$ cat src/rtl/instr_encoder_loader.sv
// ---------------------------------------------------------------------------
// instr_encoder_loader
//
// Program loader for the 16-bit custom RISC core. Symbolic instruction fields
// arrive over a valid/ready handshake, are packed into 16-bit instruction
// words and written sequentially into instruction memory starting at a
// caller-supplied address. A load ends on an accepted HALT or when the last
// memory address has been written.
//
// Ports
//   clk         rising-edge clock
//   rst_n       asynchronous, active-low reset
//   start       single-cycle pulse, begins a load at start_addr (IDLE/DONE only)
//   start_addr  first word address of the load
//   in_valid    instruction fields valid
//   in_ready    fields are accepted this cycle (high while loading)
//   in_op       4-bit opcode
//   in_rs/rt/rd 3-bit register fields
//   in_imm      12-bit immediate or jump target
//   mem_we      instruction-memory write strobe (one cycle per word)
//   mem_addr    write address
//   mem_wdata   encoded instruction word
//   err         one-cycle pulse for an accepted but rejected word
//   err_count   saturating reject count since the last start
//   done        load finished (level, until start or reset)
//   overflow    load ended by writing the last memory address (level)
// ---------------------------------------------------------------------------
module instr_encoder_loader #(
  parameter int ADDR_W = 8
) (
  input  logic              clk,
  input  logic              rst_n,
  input  logic              start,
  input  logic [ADDR_W-1:0] start_addr,
  input  logic              in_valid,
  output logic              in_ready,
  input  logic [3:0]        in_op,
  input  logic [2:0]        in_rs,
  input  logic [2:0]        in_rt,
  input  logic [2:0]        in_rd,
  input  logic [11:0]       in_imm,
  output logic              mem_we,
  output logic [ADDR_W-1:0] mem_addr,
  output logic [15:0]       mem_wdata,
  output logic              err,
  output logic [7:0]        err_count,
  output logic              done,
  output logic              overflow
);

  // Opcode map of the core's instruction set.
  localparam logic [3:0] OP_ADD  = 4'b0000;
  localparam logic [3:0] OP_SUB  = 4'b0001;
  localparam logic [3:0] OP_AND  = 4'b0010;
  localparam logic [3:0] OP_OR   = 4'b0011;
  localparam logic [3:0] OP_ADDI = 4'b0100;
  localparam logic [3:0] OP_LW   = 4'b0101;
  localparam logic [3:0] OP_SW   = 4'b0110;
  localparam logic [3:0] OP_SLT  = 4'b0111;
  localparam logic [3:0] OP_BEQ  = 4'b1000;
  localparam logic [3:0] OP_BNE  = 4'b1001;
  localparam logic [3:0] OP_J    = 4'b1010;
  localparam logic [3:0] OP_JAL  = 4'b1011;
  localparam logic [3:0] OP_JR   = 4'b1100;
  localparam logic [3:0] OP_LUI  = 4'b1101;
  localparam logic [3:0] OP_ORI  = 4'b1110;
  localparam logic [3:0] OP_HALT = 4'b1111;

  typedef enum logic [1:0] {
    ST_IDLE = 2'd0,
    ST_LOAD = 2'd1,
    ST_DONE = 2'd2
  } state_t;

  state_t              state_q,     state_d;
  logic [ADDR_W-1:0]   ptr_q,       ptr_d;
  logic                mem_we_q,    mem_we_d;
  logic [ADDR_W-1:0]   mem_addr_q,  mem_addr_d;
  logic [15:0]         mem_wdata_q, mem_wdata_d;
  logic                err_q,       err_d;
  logic [7:0]          err_count_q, err_count_d;
  logic                done_q,      done_d;
  logic                overflow_q,  overflow_d;
  logic                end_ovf_q,   end_ovf_d;

  logic [15:0]         enc_word;
  logic                enc_legal;
  logic                imm_fits_signed;
  logic                imm_fits_unsigned;
  logic                accept;
  logic                is_halt;
  logic                ptr_at_end;

  // A 6-bit signed immediate is representable only when the discarded upper
  // bits are pure sign extension of bit 5.
  assign imm_fits_signed   = (&in_imm[11:5]) | ~(|in_imm[11:5]);
  assign imm_fits_unsigned = ~(|in_imm[11:6]);

  assign accept     = in_valid && (state_q == ST_LOAD);
  assign is_halt    = (in_op == OP_HALT);
  assign ptr_at_end = &ptr_q;

  // Pack the symbolic fields into an instruction word and decide whether the
  // immediate fits the target format. Unused bit positions stay zero.
  always_comb begin
    enc_word  = 16'h0000;
    enc_legal = 1'b1;
    case (in_op)
      OP_ADD, OP_SUB, OP_AND, OP_OR, OP_SLT: begin
        enc_word = {in_op, in_rs, in_rt, in_rd, 3'b000};
      end
      OP_ADDI, OP_LW, OP_SW, OP_BEQ, OP_BNE: begin
        enc_word  = {in_op, in_rs, in_rt, in_imm[5:0]};
        enc_legal = imm_fits_signed;
      end
      OP_LUI, OP_ORI: begin
        enc_word  = {in_op, in_rs, in_rt, in_imm[5:0]};
        enc_legal = imm_fits_unsigned;
      end
      OP_J, OP_JAL: begin
        enc_word = {in_op, in_imm};
      end
      OP_JR: begin
        enc_word = {in_op, in_rs, 9'b0_0000_0000};
      end
      default: begin
        enc_word = 16'hF000;
      end
    endcase
  end

  // Next-state logic for the load sequencer and its registered outputs.
  // The pointer is never advanced past the last address: the word written
  // there always terminates the load, so wrapping cannot happen.
  // done/overflow rise one cycle after the DONE state is entered so that the
  // final write is already visible on the memory port when done goes high.
  always_comb begin
    state_d     = state_q;
    ptr_d       = ptr_q;
    mem_we_d    = 1'b0;
    mem_addr_d  = mem_addr_q;
    mem_wdata_d = mem_wdata_q;
    err_d       = 1'b0;
    err_count_d = err_count_q;
    done_d      = done_q;
    overflow_d  = overflow_q;
    end_ovf_d   = end_ovf_q;

    case (state_q)
      ST_IDLE: begin
        if (start) begin
          state_d     = ST_LOAD;
          ptr_d       = start_addr;
          err_count_d = 8'h00;
          done_d      = 1'b0;
          overflow_d  = 1'b0;
          end_ovf_d   = 1'b0;
        end
      end

      ST_LOAD: begin
        if (accept) begin
          if (enc_legal) begin
            mem_we_d    = 1'b1;
            mem_addr_d  = ptr_q;
            mem_wdata_d = enc_word;
            if (is_halt) begin
              state_d   = ST_DONE;
              end_ovf_d = 1'b0;
            end else if (ptr_at_end) begin
              state_d   = ST_DONE;
              end_ovf_d = 1'b1;
            end else begin
              ptr_d = ptr_q + ADDR_W'(1);
            end
          end else begin
            err_d = 1'b1;
            if (err_count_q != 8'hFF) begin
              err_count_d = err_count_q + 8'd1;
            end
          end
        end
      end

      ST_DONE: begin
        if (start) begin
          state_d     = ST_LOAD;
          ptr_d       = start_addr;
          err_count_d = 8'h00;
          done_d      = 1'b0;
          overflow_d  = 1'b0;
          end_ovf_d   = 1'b0;
        end else if (!done_q) begin
          done_d     = 1'b1;
          overflow_d = end_ovf_q;
        end
      end

      default: begin
        state_d = ST_IDLE;
      end
    endcase
  end

  // State and output registers. Reset clears everything at once, which also
  // drops any write that was queued for the next cycle.
  always_ff @(posedge clk or negedge rst_n) begin
    if (!rst_n) begin
      state_q     <= ST_IDLE;
      ptr_q       <= '0;
      mem_we_q    <= 1'b0;
      mem_addr_q  <= '0;
      mem_wdata_q <= 16'h0000;
      err_q       <= 1'b0;
      err_count_q <= 8'h00;
      done_q      <= 1'b0;
      overflow_q  <= 1'b0;
      end_ovf_q   <= 1'b0;
    end else begin
      state_q     <= state_d;
      ptr_q       <= ptr_d;
      mem_we_q    <= mem_we_d;
      mem_addr_q  <= mem_addr_d;
      mem_wdata_q <= mem_wdata_d;
      err_q       <= err_d;
      err_count_q <= err_count_d;
      done_q      <= done_d;
      overflow_q  <= overflow_d;
      end_ovf_q   <= end_ovf_d;
    end
  end

  assign in_ready  = (state_q == ST_LOAD);
  assign mem_we    = mem_we_q;
  assign mem_addr  = mem_addr_q;
  assign mem_wdata = mem_wdata_q;
  assign err       = err_q;
  assign err_count = err_count_q;
  assign done      = done_q;
  assign overflow  = overflow_q;

endmodule

$ cat config.mk
export PLATFORM = sky130hd
export DESIGN_NAME = instr_encoder_loader
export DESIGN_NICKNAME = d
export VERILOG_FILES = /design/src/rtl/instr_encoder_loader.sv
export SDC_FILE = /design/constraint.sdc
export NUM_CORES = 1
export LEC_CHECK = 0
export CORE_MARGIN = 3
export CORE_UTILIZATION = 48
export CTS_CLUSTER_SIZE = 40
export DETAILED_ROUTE_END_ITERATION = 16
export GPL_ROUTABILITY_DRIVEN = 1
export GPL_TIMING_DRIVEN = 0
export PLACE_DENSITY_LB_ADDON = 0.08
export SLEW_MARGIN = 0
export SYNTH_ARGS = -nofsm -noshare
export SYNTH_HDL_FRONTEND = slang
export SYNTH_SLANG_ARGS = --single-unit
$ cat constraint.sdc
create_clock -name clk -period 3 [get_ports clk]
set_clock_uncertainty 0.1 [all_clocks]
set_input_delay 0.45 -clock clk [delete_from_list [all_inputs] [get_ports clk]]
set_output_delay 0.45 -clock clk [all_outputs]
set_load 0.01 [all_outputs]
### After elaboration in Yosys (flattened, before gate mapping)

Cells that the tools add are included.

* $add $sub $neg: 2
* equal/unequal tests: 28
* mux-type cells: 36
* bitwise gates (word level): 3
* reductions and logical operators: 22

Operators by type and width (number)
* 2-to-1 mux 8 bit: 9
* case mux 16 bit (4 select lines): 1
* equality test 4 bit, second input constant: 8
* case mux 8 bit (2 select lines): 2
* adder 8 x 1 -> 8 bit, second input constant: 2
* equality test 4 x 3 -> 1 bit, second input constant: 4
* 2-to-1 mux 1 bit: 14
* OR reduction 7 bit: 2
* 2-to-1 mux 2 bit: 5
* AND reduction 5 bit: 2
* OR reduction 5 bit: 2
* equality test 4 x 2 -> 1 bit, second input constant: 2
* != test 2 x 1 -> 1 bit, second input constant: 4
* != test 2 bit, second input constant: 4
* != test 8 bit, second input constant: 1
* case mux 1 bit (2 select lines): 4
* AND reduction 8 bit: 1
* AND reduction 7 bit: 1
* AND reduction 3 bit: 2
* AND reduction 6 bit: 1
* OR reduction 2 bit: 3
* OR reduction 6 bit: 1
* equality test 4 x 1 -> 1 bit, second input constant: 1
* logical NOT 4 bit: 1
* 12 further kinds: 14

* register bits: 47
* output and inout bits: 37
* word-level logic and storage cells: 101

### Depth between registers and ports, before layout

Gate-level depths: netlist of the first run.

* depth in word-level cells: 7
* gate-level depth with buffers: 10
* mapped depth without buffers: 8

### Worst setup path before layout of the first run

No wires, ideal clock.

* path type: input port to flip-flop
* start: input port in_op[0]
* end: register err_count_q[0], in the netlist err_count[0]
* library setup time: 0.127 ns
* data arrival time: 1.868 ns
* required time: 2.773 ns
* setup slack: 0.904 ns
* stages on the path: 6
* cells stage by stage: buf_2 and4bb_1 a21oi_1 nand3_2 a211oi_4 mux2_1

* word-level cells in the longest chain between the ends: 5

RTL lines
* start: declaration: RTL line 37 `input logic [3:0] in_op,`
* equality test 4 x 3 -> 1 bit or equality test 4 bit (tied branches): RTL line 108 `case (in_op)`
* OR reduction 5 bit or OR reduction 2 bit (tied branches)
* case mux 1 bit (2 select lines) (*): RTL line 108
* != test 2 bit (no line) (*)
* AND reduction 5 bit (no line) (*)
* end signal: assignment: RTL line 226 `err_count_q <= err_count_d;`
* end: declaration: RTL line 81 `logic [7:0] err_count_q, err_count_d;`

Every way passes the cells marked *; elsewhere a longest branch is shown, timed or not.
A chain may end at the register's enable or synchronous reset.

### Worst setup path in the final report of the first run

* start: input port in_op[0]
* end: register mem_wdata_q[0], in the netlist mem_wdata[0]

* word-level cells in the longest chain between the ends: 4

RTL lines
* equality test 4 x 3 -> 1 bit or equality test 4 bit (tied branches): RTL line 108
* OR reduction 5 bit or OR reduction 2 bit (tied branches)
* case mux 1 bit (2 select lines): RTL line 108
* AND reduction 3 bit (no line)
* end signal: assignment: RTL line 224 `mem_wdata_q <= mem_wdata_d;`
* end: declaration: RTL line 79 `logic [15:0] mem_wdata_q, mem_wdata_d;`

Parallel ways exist; a longest one is shown, timed or not.

==> results.cfg, run 1 <==
[cells_and_area]
finalNonFillerCells = 409
layout.nets = 380
final_common_cell = clkdlybuf4s50_1
final_core_util_pct = 71.2
layout.cells.most_common_list = 72 x clkdlybuf4s50_1, 47 x dfrtp_1, 33 x nand2_1
n_antenna_cell = 0
n_fill_cell = 396
fin_area_um2 = 3500
area_growth_pct = 37.7
drive_gt1_share_pct = 8.48

[placed_design]
dpl.hpwl_mm = 4.72
post_dp_cell_area_um2 = 3370
io_buffers = 73
pre_cts_slack_ns = 0.123
gp_congestion = 0.832
placed_cells = 400

[die]
coreArea_um2 = 4910
die_h_um = 78.8
start_util_pct = 51.7
io_pins = 74
die_area_um2 = 6200
fp.dieW_um = 78.8
rows = 25

[clocking]
h-tree-depth = 2
tritoncts = yes
clock_latency_ns = 0.30
clockBufferDepth = 2
cts_setup_buffers = 0
clock-sinks = 47
cts-root-buf = clkbuf_8
numCtsBuffers = 5
clk_pin_slew_ns = 0.08

[synth]
ys_warn_count = 0
ys_seq_area_share_pct = 46.3
synthCells = 259
synthMuxAreaShare_pct = 6.55
synth_top_family_by_area = compound AO/OA/AOI/OAI gates
yosys.area_share.simple_pct = 19.1
netlist_top_cells_area = dfrtp_1 46%, mux2_1 5.3%, nand2_1 4.9%
synth_edf_count = 0
synth_top_area_share_pct = 46.3
synthArstFlopShare_pct = 100
synthDistinctLibCells = 49
syn_nets = 298
postSynthAreaPerCell_um2 = 9.81
synth_area_um2 = 2540
synthXorXnorAreaFrac_pct = 0.689
ys.flop_type = dfrtp_1
synth_compound_area_share_pct = 22.5
synth_fa_ha_area_share_pct = 0.985
yosys_register_bits = 47
yosys.area.top_type = dfrtp_1

[global_route]
grt_max_degree = 36
first_global_vias = 2374
grt.busiest_layer = met2
antenna_found_initial = 0
grt_use_met3_pct = 3.51
use_met2_pct = 35.7
grt_pass1_wl_mm = 10.9
use_met1_pct = 29.3
overflow = 0
track_usage_pct = 22.1

[worst_setup_path]
critical_path_buf_inv_count = 4
cp_slowest_cell = clkdlybuf4s50_1
arrival_ns = 2.69
end_kind = flip-flop
cp-start-kind = input pin
max_stage_delay_ns = 0.46
cp.required_ns = 3.10
cp_common_cell = buf_2
path_delay_family = buffers and inverters
reg2regPathDepth = 8
critical_path_class = in -> reg
reg2reg_to = ptr_q[2]
reg2reg_slack_ns = 0.64
timing.rr.start = ptr_q[1]
crit_chain = clkdlybuf4s50_1 > buf_2 > and4bb_1 > a21oi_1 > nand3_2 > nand3_1 > buf_2 > buf_2 > nand2_1 > o31ai_1
timing.critical_path.fanout_max = 10

[timing]
whs_ns = 0.390
setup_viol = 0
rsz0062_at_grt = no
timing.fmax_mhz = 386
setup_tns_ns = 0
hold_viol_final = 0
slew-limit-headroom_pct = 65.1
fin_crit_sh_pct = 86.3
worstMarginPinSlew_ns = 0.520
worst_slack_ns = 0.411
final_max_slew_viol_count = 0
finalCriticalPeriod_ns = 2.59

[outcome]
outcome = finished clean

[power]
leakagePower_nw = 1.45
p_per_area_nw_per_um2 = 791
p_total_mw = 2.77
peakVddDrop_uv = 423

[detailed_routing]
wire_per_inst_um = 15.6
totalWireLength_mm = 6.39
drtPass1Iterations = 4
ant_nets = 0
vias = 2298
drtIter0Drc = 119
vias_per_cell = 5.62
drc = 0

[job]
cap_violations = 0

[min_path]
hold_class = reg -> reg
holdPathStages = 2
min_from = mem_wdata[7]
min_to = mem_wdata[7]
==> area by class of cell <==
cell class                      instances  area, um^2  area share (%)
Buffer                                 10        52.6            1.50
Clock buffer                            6        82.6            2.36
Clock inverter                          2        35.0            1.00
Inverter                               13        48.8            1.39
Multi-Input combinational cell        189        1260            36.1
Sequential cell                        47        1180            33.6
Tap cell                               67        83.8            2.40
Timing Repair Buffer                   75         756            21.6
==> power by group <==
part,leakage (nW),internal [mW],switching [mW]
logic,0.806,0.637,0.563
registers,0.586,0.881,0.211
clock network,0.0612,0.270,0.208
==> cells by family after synthesis <==
| kind of cell | after synthesis |
|---|---|
| adder cells (fa/ha/maj) | 2 |
| AND/OR/NAND/NOR | 87 |
| XOR/XNOR | 2 |
| AO/OA/AOI/OAI | 83 |
| buffers and inverters | 23 |
| flip-flops | 47 |
| multiplexers | 15 |
==> worst max path at each step <==
stage / startpoint / to / slack (ns) / depth (start not counted)
3_5_place_dp: in_op[0] / mem_wdata[1] / 0.12 / 10
5_1_grt: in_op[3] / mem_wdata[0] / 0.23 / 10
2_1_floorplan: in_op[0] / err_count[0] / 0.90 / 6
4_1_cts: in_op[0] / mem_wdata[1] / 0.44 / 10
3_3_place_gp: rst_n / err_count[1] / 0.05 / 1
6_report: in_op[0] / mem_wdata[0] / 0.41 / 10
==> registers in the layout (all words and copies together) (netlist names), 2 cells and up <==
name and count:
ptr_q 8, mem_addr 8, mem_wdata 16, err_count 8
state_q 2
==> tightest hold or removal path, stage by stage, from the launching register on <==
cell     delay (ns)
dfrtp_1        0.35
nand2_1        0.05
o21ai_1        0.06
==> layer usage <==
layer  wire [um]  part of all wire, %  vias up
li1            -                    -     1126
met1        2860                   45     1072
met2        3060                   48       94
met3         412                  6.4        6
met4          61                 0.95        0
met5           0                    0        -
==> timing repair <==
| item | 4_1_cts | 5_1_grt |
|---|---|---|
| gates resized for setup | 0 | 0 |
| endpoints found under the hold margin | 12 | 0 |
| hold buffers | 1 | 0 |
==> Yosys cell counts (2+ instances only) <==
| cell type | n |
|---|---|
| a21oi_2 | 2 |
| nand2b_1 | 3 |
| xnor2_1 | 2 |
| nand2_1 | 33 |
| dfrtp_1 | 47 |
| nor2_1 | 13 |
| a31oi_1 | 7 |
| o311ai_1 | 3 |
| buf_2 | 6 |
| a22oi_1 | 7 |
| a22o_1 | 7 |
| mux2_1 | 12 |
| nor2b_1 | 5 |
| a21oi_1 | 13 |
| o22ai_1 | 3 |
| o31ai_1 | 3 |
| nand3_1 | 11 |
| o21ai_1 | 12 |
| ha_1 | 2 |
| inv_1 | 11 |
| o21ai_0 | 13 |
| mux2i_1 | 2 |
| and4bb_1 | 2 |
| nor3_1 | 3 |
| clkbuf_1 | 3 |
| a222oi_1 | 3 |
| and3_1 | 4 |
| nor3b_1 | 3 |
| nand4_1 | 4 |
No activity file was read; power rests on OpenSTA's default activity.
==> run 2: changes to the inputs <==
--- a/config.mk
+++ b/config.mk
@@ -7,6 +7,7 @@
 export LEC_CHECK = 0
 export CORE_MARGIN = 3
 export CORE_UTILIZATION = 48
+export CTS_BUF_LIST = sky130_fd_sc_hd__clkbuf_4 sky130_fd_sc_hd__clkbuf_8 sky130_fd_sc_hd__clkbuf_16
 export CTS_CLUSTER_SIZE = 40
 export DETAILED_ROUTE_END_ITERATION = 16
 export GPL_ROUTABILITY_DRIVEN = 1
==> results of run 2 <==
Same layout as run 1: the final DEF is identical, and so are final timing and power.
